## config.mk

```make
export PLATFORM = sky130hd
export DESIGN_NAME = mc_alu_flat
export DESIGN_NICKNAME = d
export VERILOG_FILES = /design/src/rtl/mc_alu_if.sv /design/src/rtl/mc_alu.sv /design/src/flat_wrapper.sv
export SDC_FILE = /design/constraint.sdc
export NUM_CORES = 1
export LEC_CHECK = 0
export CAP_MARGIN = 20
export CORE_ASPECT_RATIO = 1.75
export CORE_MARGIN = 2
export CORE_UTILIZATION = 35
export DETAILED_ROUTE_END_ITERATION = 7
export GPL_ROUTABILITY_DRIVEN = 0
export PLACE_DENSITY_LB_ADDON = 0.25
export SLEW_MARGIN = 20
export SYNTH_ARGS = -nofsm -noshare
export SYNTH_HDL_FRONTEND = slang
export SYNTH_SLANG_ARGS = --single-unit
```

## constraint.sdc

```tcl
create_clock -name clk -period 8.5 [get_ports clk]
set_input_delay 1.275 -clock clk [delete_from_list [all_inputs] [get_ports clk]]
set_output_delay 1.275 -clock clk [all_outputs]
set_load 0.01 [all_outputs]
```

## src/rtl/mc_alu_if.sv

```systemverilog
// rtl/mc_alu_if.sv - Start/Busy/Done operand and result bundle for mc_alu
interface mc_alu_if #(
    parameter int WIDTH = 32
);
    logic             Start;
    logic [3:0]       ALUControl;
    logic [WIDTH-1:0] OpA;
    logic [WIDTH-1:0] OpB;
    logic             Busy;
    logic             Done;
    logic [WIDTH-1:0] ALUResult;
    logic [WIDTH-1:0] ResultHi;
    logic             Zero;
    logic             DivByZero;

    modport master (
        output Start, ALUControl, OpA, OpB,
        input  Busy, Done, ALUResult, ResultHi, Zero, DivByZero
    );

    modport slave (
        input  Start, ALUControl, OpA, OpB,
        output Busy, Done, ALUResult, ResultHi, Zero, DivByZero
    );
endinterface

```

## src/rtl/mc_alu.sv

```systemverilog
// rtl/mc_alu.sv - multi-cycle ALU: 1-cycle ops, shift-add MULU, restoring DIVU when MC_ALU_DIV_EN is defined
module mc_alu #(
    parameter int WIDTH = 32
) (
    input  logic     clk,
    input  logic     reset,
    mc_alu_if.slave  bus
);
    localparam int SHW = $clog2(WIDTH);

    localparam logic [3:0] OP_AND  = 4'b0000;
    localparam logic [3:0] OP_OR   = 4'b0001;
    localparam logic [3:0] OP_ADD  = 4'b0010;
    localparam logic [3:0] OP_XOR  = 4'b0011;
    localparam logic [3:0] OP_SUB  = 4'b0100;
    localparam logic [3:0] OP_MULU = 4'b0101;
    localparam logic [3:0] OP_SLT  = 4'b0110;
    localparam logic [3:0] OP_SLTU = 4'b0111;
    localparam logic [3:0] OP_SLL  = 4'b1000;
    localparam logic [3:0] OP_SRL  = 4'b1001;
    localparam logic [3:0] OP_SRA  = 4'b1010;
    localparam logic [3:0] OP_NOR  = 4'b1011;
`ifdef MC_ALU_DIV_EN
    localparam logic [3:0] OP_DIVU = 4'b1100;
`endif

    typedef enum logic [1:0] {
        IDLE,
        MUL
`ifdef MC_ALU_DIV_EN
        , DIV
`endif
    } state_t;

    state_t           state, state_n;
    logic [SHW-1:0]   cnt;
    logic [WIDTH-1:0] acc, mq, opb_q;
    logic [WIDTH-1:0] acc_n, mq_n;
    logic [WIDTH-1:0] res1;
    logic [WIDTH:0]   mul_sum;
    logic [SHW-1:0]   shamt;
    logic [WIDTH-1:0] alu_result_q, result_hi_q;
    logic             zero_q, dbz_q, done_q;
`ifdef MC_ALU_DIV_EN
    logic [WIDTH:0]   rem_sh, div_diff;
    logic             dbz_pend;
`endif

    assign shamt = bus.OpB[SHW-1:0];

    always_comb begin
        res1 = '0;
        case (bus.ALUControl)
            OP_AND:  res1 = bus.OpA & bus.OpB;
            OP_OR:   res1 = bus.OpA | bus.OpB;
            OP_ADD:  res1 = bus.OpA + bus.OpB;
            OP_XOR:  res1 = bus.OpA ^ bus.OpB;
            OP_SUB:  res1 = bus.OpA - bus.OpB;
            OP_SLT:  res1 = {{(WIDTH-1){1'b0}}, ($signed(bus.OpA) < $signed(bus.OpB))};
            OP_SLTU: res1 = {{(WIDTH-1){1'b0}}, (bus.OpA < bus.OpB)};
            OP_SLL:  res1 = bus.OpA << shamt;
            OP_SRL:  res1 = bus.OpA >> shamt;
            OP_SRA:  res1 = $signed(bus.OpA) >>> shamt;
            OP_NOR:  res1 = ~(bus.OpA | bus.OpB);
            default: res1 = '0;
        endcase
    end

    always_comb begin
        state_n = state;
        case (state)
            IDLE: begin
                if (bus.Start) begin
                    if (bus.ALUControl == OP_MULU) state_n = MUL;
`ifdef MC_ALU_DIV_EN
                    else if (bus.ALUControl == OP_DIVU) state_n = DIV;
`endif
                end
            end
            default: if (cnt == '0) state_n = IDLE;
        endcase
    end

    // {acc,mq} is the shared shift pair: product hi/lo for MUL, remainder/quotient for DIV
    always_comb begin
        mul_sum = {1'b0, acc} + (mq[0] ? {1'b0, opb_q} : '0);
        acc_n   = mul_sum[WIDTH:1];
        mq_n    = {mul_sum[0], mq[WIDTH-1:1]};
`ifdef MC_ALU_DIV_EN
        rem_sh   = {acc, mq[WIDTH-1]};
        div_diff = rem_sh - {1'b0, opb_q};
        if (state == DIV) begin
            acc_n = div_diff[WIDTH] ? rem_sh[WIDTH-1:0] : div_diff[WIDTH-1:0];
            mq_n  = {mq[WIDTH-2:0], ~div_diff[WIDTH]};
        end
`endif
    end

    always_ff @(posedge clk) begin
        if (reset) state <= IDLE;
        else       state <= state_n;
    end

    always_ff @(posedge clk) begin
        if (reset) begin
            cnt          <= '0;
            acc          <= '0;
            mq           <= '0;
            opb_q        <= '0;
            alu_result_q <= '0;
            result_hi_q  <= '0;
            zero_q       <= 1'b1;
            dbz_q        <= 1'b0;
            done_q       <= 1'b0;
`ifdef MC_ALU_DIV_EN
            dbz_pend     <= 1'b0;
`endif
        end else begin
            done_q <= 1'b0;
            if (state == IDLE) begin
                if (bus.Start) begin
                    cnt   <= SHW'(WIDTH-1);
                    acc   <= '0;
                    mq    <= bus.OpA;
                    opb_q <= bus.OpB;
`ifdef MC_ALU_DIV_EN
                    dbz_pend <= (bus.OpB == '0);
`endif
                    if (state_n == IDLE) begin
                        alu_result_q <= res1;
                        result_hi_q  <= '0;
                        zero_q       <= (res1 == '0);
                        dbz_q        <= 1'b0;
                        done_q       <= 1'b1;
                    end
                end
            end else begin
                acc <= acc_n;
                mq  <= mq_n;
                cnt <= cnt - SHW'(1);
                if (cnt == '0) begin
                    alu_result_q <= mq_n;
                    result_hi_q  <= acc_n;
                    zero_q       <= (mq_n == '0);
                    done_q       <= 1'b1;
`ifdef MC_ALU_DIV_EN
                    dbz_q        <= (state == DIV) && dbz_pend;
`else
                    dbz_q        <= 1'b0;
`endif
                end
            end
        end
    end

    assign bus.Busy      = (state != IDLE);
    assign bus.Done      = done_q;
    assign bus.ALUResult = alu_result_q;
    assign bus.ResultHi  = result_hi_q;
    assign bus.Zero      = zero_q;
    assign bus.DivByZero = dbz_q;
endmodule
```

## src/flat_wrapper.sv

```systemverilog
// flat-port wrapper written by rule: the top's interface ports become plain ports
module mc_alu_flat 
#(
    parameter int WIDTH = 32
)
  (clk, reset, bus_Start, bus_ALUControl, bus_OpA, bus_OpB, bus_Busy, bus_Done, bus_ALUResult, bus_ResultHi, bus_Zero, bus_DivByZero);
  mc_alu_if #(.WIDTH(WIDTH)) bus_i ();
  input  logic clk;
  input  logic reset;
  input wire logic [$bits(bus_i.Start)-1:0] bus_Start;
  input wire logic [$bits(bus_i.ALUControl)-1:0] bus_ALUControl;
  input wire logic [$bits(bus_i.OpA)-1:0] bus_OpA;
  input wire logic [$bits(bus_i.OpB)-1:0] bus_OpB;
  output wire logic [$bits(bus_i.Busy)-1:0] bus_Busy;
  output wire logic [$bits(bus_i.Done)-1:0] bus_Done;
  output wire logic [$bits(bus_i.ALUResult)-1:0] bus_ALUResult;
  output wire logic [$bits(bus_i.ResultHi)-1:0] bus_ResultHi;
  output wire logic [$bits(bus_i.Zero)-1:0] bus_Zero;
  output wire logic [$bits(bus_i.DivByZero)-1:0] bus_DivByZero;
  assign bus_i.Start = bus_Start;
  assign bus_i.ALUControl = bus_ALUControl;
  assign bus_i.OpA = bus_OpA;
  assign bus_i.OpB = bus_OpB;
  assign bus_Busy = bus_i.Busy;
  assign bus_Done = bus_i.Done;
  assign bus_ALUResult = bus_i.ALUResult;
  assign bus_ResultHi = bus_i.ResultHi;
  assign bus_Zero = bus_i.Zero;
  assign bus_DivByZero = bus_i.DivByZero;
  mc_alu #(.WIDTH(WIDTH)) u_core (.clk(clk), .reset(reset), .bus(bus_i));
endmodule
```

==> run metrics, run 1 <==
sequential-to-total area share from yosys stat=18.1%; worst skew pair latency=about 0.44 ns; CTS clock-pin slew for the worst setup and hold paths=0.07 ns; number of cells on the critical path=14; worst setup slack for register-to-register paths=4.45 ns; Bufs on Longest Clock Path=2; worst max-slew margin expressed relative to the limit=approximately a quarter; total half-perimeter wirelength after legalization and detailed placement=64,400 µm; required arrival time at the worst endpoint=8.87 ns; Critical R2R Launch=u_core.state[0]; count of placed standard cells in the final layout, fillers left out=3,194; worst setup path category=input port to register; TritonCTS clock tree=built; CP max FO=56; Routed Antenna Nets=0; TritonCTS Buffers=17; Starting Density=between 30% and 40%; Synth Flop Type=dfxtp_1; number of gates resized after cts=0; via count of the first global-routing pass=20,072; element type at the critical path end=register; type of element launching the critical path=input port; FF+latch area=0.00338 mm²; setup repair after global routing missed its margin=false; worst stage delay on the critical path=0.70 ns; final cell area excluding filler cells=0.0210 mm²; CP startpoint=bus_OpB[0]; routed via count=around 21,000; cell with the largest stage delay on the worst path=o31ai_1; depth of the CTS H-tree=4; post-synthesis instance total=~2,500; area of combinational cells with multiple inputs=between 0.01 and 0.015 mm²; final-layout worst hold slack=0.452 ns; Placed Instance Area=0.0203 mm²; synth warn=0; die width=179 µm; Floorplan Core Area=between 0.05 and 0.06 mm²; signed area change from the synthesized netlist to the final layout=12.6%; fillers=around 5,500; endpoint of the most critical register-to-register path=u_core.bus.Zero; count of flip-flops with a built-in enable after synthesis=0; number of antenna violations at the first check in global routing=1; CP Buf/Inv Count=3; Syn Nets=2,718; Critical Path Sink=u_core.bus.Zero; number of cell rows=112; Avg Cell Area, Syn=7.43 µm²; aggregate global-route resource usage=30.6%; final sum of negative setup slack=0 ns; share of synthesized flip-flops with an asynchronous set or reset=0%; quantity of hold-fixing buffers added after cts=0; placed instance count=3,160; family with the most delay on the worst path=compound AO/OA/AOI/OAI gates; remaining design rule violation count=0; vertical extent of the die=309 µm; wire length of the first global-routing pass=127,000 µm; area fraction of the dominant cell type after synthesis=between 15 and 20%; sequence of cells on the critical path=buf_4 > inv_1 > buf_4 > ha_1 > mux2i_1 > a21o_1 > o21ai_0 > a21o_1 > a221oi_2 > o311ai_0 > o31ai_1 > nor4bb_1 > nand4_1 > o21ai_1; fin crit period=about 6 ns; Fin. Hold Viols=0; most heavily used metal layer in global routing=met2; GR Util met2=52.0%; count of boundary I/O pins=139; clock tree root buffer cell=clkbuf_16; highest achievable clock rate=164 MHz; count of nets after finishing=between 2,000 and 3,000; die area=0.0552 mm²; worst hold path type=register to register; ranking of synthesized cells by area=dfxtp_1 18%, ha_1 8.9%, mux4_2 7.5%, a21oi_1 6.2%, nor2_1 5.9%; worst setup skew after layout=0.0145 ns; synthesized cell area=0.0187 mm²; Maximum Capacitance Violations=0; DR WL/cell=27.0 µm; power density over the cells=130 mW/mm²; met3 demand-to-capacity share in global routing=4.94%; number of setup buffers added after CTS=0; post-synthesis cell type count=90; cell type contributing the most total cell area after synthesis=dfxtp_1; leakage dissipation=8.48 nW; count of state elements after synthesis=169; number of max-slew violations in the final report=0; number of buffers inserted by port buffering=137; sum of routed wire length over all layers=86,100 µm; actual slew at the worst max-slew pin=1.14 ns; iteration count of the initial detailed-routing pass=8; FF-to-FF path depth=14; share of final-layout standard cells stronger than drive strength 1=under 10%; detailed-route vias per instance=6.53; total overflow reported by the global router=0; GR Util met1=between 30% and 40%; clock sink count=between 150 and 200; result of the run=completed; DR iter-0 viols=between 2,000 and 3,000; largest vdd supply drop=0.000136 V; Arr. time, crit path=6.46 ns; largest net degree at the start of global routing=95; period utilization=71.6%; final number of setup-violating endpoints=0
[layout make-up]
| type | instances | share of cell area [%] |
|---|---|---|
| tap | 684 | 4.07 |
| timing repair buffer | 187 | 8.20 |
| sequential | 169 | 16.1 |
| multi-input combinational | 2013 | 66.6 |
| clock inverter | 15 | 1.01 |
| clock buffer | 17 | 2.03 |
| inverter | 108 | 1.93 |
| antenna | 1 | 0.0119 |
[Yosys cell counts (all sizes together) (48+ instances only)]
master	instances
clkbuf	154
a211oi	82
ha	133
nand3	54
nand2	265
a22oi	48
mux2i	79
buf	67
mux4	63
inv	108
dfxtp	169
o21ai	107
nor2	291
nor3	66
a21oi	232
[per-stage QoR]
stage               total power (W)  setup WS [ns]  utilization [%]
finish                      0.00272           2.41             39.7
global route                0.00281           2.09             39.6
CTS                         0.00269           2.75             39.6
detailed placement          0.00183           2.30             38.4
global placement            0.00182           2.27             38.4
floorplan                   0.00148           3.42                -
[cells in the final DEF, fill, tap and decap left out, types with 19 or more instances in the layout]
cell	instances
nor2_1	288
nand2_1	264
a21oi_1	231
dfxtp_1	169
ha_1	133
clkdlybuf4s50_1	130
inv_1	104
o21ai_0	93
a211oi_1	81
mux2i_1	79
nor3_1	65
mux4_2	62
nand3_1	54
buf_4	51
a22oi_1	48
and2_1	45
a21o_1	44
mux2_2	31
o211ai_1	28
a31oi_1	24
nor2b_1	24
nand2b_1	23
o22ai_1	23
o21bai_1	20
xnor2_1	20
o31ai_1	19
[per-layer routing]
layer  routed length, µm  up-vias
met5                   0        -
met4                9380        0
met3                6700      476
met2               40800     1366
met1               29300     9808
li1                    -     9212
[registers in the layout, indices dropped and copies added (netlist names)]
name                  count
u_core.bus.Done           1
u_core.bus.Zero           1
u_core.acc               32
u_core.state              2
u_core.opb_q             32
u_core.cnt                5
u_core.mq                32
u_core.bus.ALUResult     32
u_core.bus.ResultHi      32
[logic make-up (layout without fill, tap and decap cells)]
group / after synthesis / after routing / share of synthesized area, %
XOR/XNOR: 34 / 34 / 1.60
AND/OR/NAND/NOR: 871 / 871 / 21.4
other: 1 / 2 / 0.0201
AO/OA/AOI/OAI: 797 / 797 / 28.7
adder cells (fa/ha/maj): 136 / 136 / 9.24
buffers and inverters: 329 / 327 / 7.20
flip-flops: 169 / 169 / 18.1
multiplexers: 174 / 174 / 13.8
[power breakdown]
part / total (W) / internal (W) / switching [W] / leakage (nW)
Clock: 0.000860 / 0.000500 / 0.000360 / 0.312
Sequential: 0.000859 / 0.000829 / 0.0000301 / 1.38
Combinational: 0.00101 / 0.000354 / 0.000652 / 6.78
Total: 0.00272 / 0.00168 / 0.00104 / 8.48
[tightest hold or removal path, stage by stage (launching register included)]
cell and delay, ns:
dfxtp_1 0.31, nand2_1 0.05, a21oi_1 0.05
[how the worst min path moves through the flow]
stage	start	to	slack [ns]	cells past startpoint
global placement	u_core.opb_q[21]	u_core.opb_q[21]	0.44	2
floorplan	u_core.opb_q[0]	u_core.opb_q[0]	0.43	2
CTS	u_core.opb_q[10]	u_core.opb_q[10]	0.45	2
detailed placement	u_core.opb_q[14]	u_core.opb_q[14]	0.44	2
finish	u_core.opb_q[10]	u_core.opb_q[10]	0.45	2
global route	u_core.opb_q[14]	u_core.opb_q[14]	0.47	2
(Power assumes the default switching activity.)
==> run 2, diff against run 1 <==
==> constraint.sdc (replaced) <==
create_clock -name clk -period 4.88 [get_ports clk]
set_input_delay 0.732 -clock clk [delete_from_list [all_inputs] [get_ports clk]]
set_output_delay 0.732 -clock clk [all_outputs]
set_load 0.01 [all_outputs]
==> run metrics, run 2 (same netlist as run 1, synthesis figures left out) <==
largest vdd supply drop=between 0.00015 and 0.0002 V; count of nets after finishing=2,890; type of element launching the critical path=input port; via count of the first global-routing pass=about 21,000; number of cell rows=~110; count of boundary I/O pins=139; result of the run=completed; CP max FO=14; fraction of power consumed by combinational cells=between 40% and 50%; vertical extent of the die=309 µm; DR WL/cell=26.3 µm; sequence of cells on the critical path=clkdlybuf4s50_1 > nor2b_1 > nand3_1 > o21ai_1 > a2111oi_0 > nor2_1 > a211oi_1 > o211ai_1 > a211oi_1 > buf_4 > nand2_1 > o21ai_1; sum of routed wire length over all layers=88,900 µm; aggregate global-route resource usage=between 30% and 40%; Starting Density=35.2%; DR iter-0 viols=3,042; TritonCTS Buffers=17; switch share=38.1%; setup repair after global routing missed its margin=false; required arrival time at the worst endpoint=between 5 and 6 ns; final sum of negative setup slack=0 ns; number of antenna violations at the first check in global routing=2; period utilization=95.8%; routed via count=roughly 22,000; Bufs on Longest Clock Path=2; net switching power=around 0.0018 W; leakage dissipation=9.38 nW; cell with the largest stage delay on the worst path=clkdlybuf4s50_1; number of max-slew violations in the final report=0; post-layout total power=0.00479 W; Arr. time, crit path=5.01 ns; total overflow reported by the global router=0; iteration count of the initial detailed-routing pass=7; final number of setup-violating endpoints=0; worst hold path type=register to register; wire length of the first global-routing pass=between 100,000 and 150,000 µm; setup slack of the critical path after layout=0.206 ns; actual slew at the worst max-slew pin=1.23 ns; sequential fraction of design power=31.3%; worst setup skew after layout=0.0102 ns; commonest non-fill, non-tap cell in the layout=nor2_1; fin crit period=4.67 ns; critical hold path startpoint=u_core.bus.ResultHi[0]; share of final-layout standard cells stronger than drive strength 1=14.9%; worst stage delay on the critical path=between 0.9 and 1 ns; highest-count cells in the layout ignoring fill and taps=289 x nor2_1, 265 x nand2_1, 231 x a21oi_1; remaining design rule violation count=0; Routed Antenna Nets=0; depth of the CTS H-tree=4; CP startpoint=bus_ALUControl[3]; largest net degree at the start of global routing=93; clock tree root buffer cell=clkbuf_16; Floorplan Core Area=approximately 0.053 mm²; worst max-slew margin expressed relative to the limit=17.5%; number of buffers inserted by port buffering=137; worst setup path category=input port to register; signed area change from the synthesized netlist to the final layout=20.4%; final cell area excluding filler cells=0.0225 mm²; element type at the critical path end=register; Worst Setup Slack post-DPL=-0.237 ns; total half-perimeter wirelength after legalization and detailed placement=just under 70,000 µm; TritonCTS clock tree=built; placed instance count=3,348; Fin. Hold Viols=0; internal power=~0.0030 W; die area=0.0552 mm²; highest achievable clock rate=214 MHz; count of placed standard cells in the final layout, fillers left out=around 3,400; power density over the cells=213 mW/mm²; clock sink count=approximately 170; number of setup buffers added after CTS=0; Placed Instance Area=0.0219 mm²; detailed-route vias per instance=6.39; Clock Power Share=28.1%; die width=179 µm; Critical R2R Launch=u_core.mq[0]; CTS clock-pin slew for the worst setup and hold paths=0.07 ns; worst skew pair latency=about 0.45 ns; Maximum Capacitance Violations=0
==> run 2: layout make-up <==
class	instances	area [µm²]
fillers	5419	30500
repair buffers	374	3260
multi-input cells	2013	14000
flip-flops and latches	169	3380
inverters	108	405
clock buffers	21	470
diodes	1	2.50
clock inverters	11	111
well taps	684	856
==> run 2: worst max-delay path: cells and delay by family <==
kind	cells	cell delay [ns]
AND/OR/NAND/NOR	4	1.60
AO/OA/AOI/OAI	6	1.57
buffers and inverters	2	1.09
==> run 2: per-stage QoR <==
stage / hold slack (ns) / util, %
floorplan: 0.432 / -
global route: 0.470 / 42.4
finish: 0.450 / 42.4
CTS: 0.452 / 42.4
global placement: 0.439 / 41.3
detailed placement: 0.443 / 41.3
==> run 2: power by group through the flow <==
stage	registers, W	clock network (W)	logic (W)
finish	0.00150	0.00135	0.00195
global route	0.00150	0.00142	0.00204
CTS	0.00149	0.00137	0.00187
detailed placement	0.00153	0	0.00186
global placement	0.00153	0	0.00184
floorplan	0.00152	0	0.00106
==> run 2: final timing paths <==
| path | to | slack [ns] | depth (start not counted) |
|---|---|---|---|
| worst max-delay path | u_core.bus.Zero | 0.21 | 12 |
| worst min-delay path | u_core.bus.ResultHi[0] | 0.45 | 2 |
| worst max register to register | u_core.acc[30] | 0.83 | 15 |
| worst min register to register | u_core.bus.ResultHi[0] | 0.45 | 2 |
==> run 2: timing repair <==
| item | 4_1_cts | 5_1_grt |
|---|---|---|
| endpoints found under the setup margin | 0 | 2 |
| hold buffers | 0 | 0 |
| resized for setup | 0 | 3 |
==> run 2: routing by layer <==
| layer | wire length (µm) | up-vias | track usage (%) |
|---|---|---|---|
| li1 | - | 9579 | - |
| met1 | 30200 | 10205 | 33.0 |
| met2 | 42500 | 1337 | 54.3 |
| met3 | 6600 | 489 | 4.88 |
| met4 | 9560 | 2 | 28.0 |
| met5 | 48 | - | 0 |
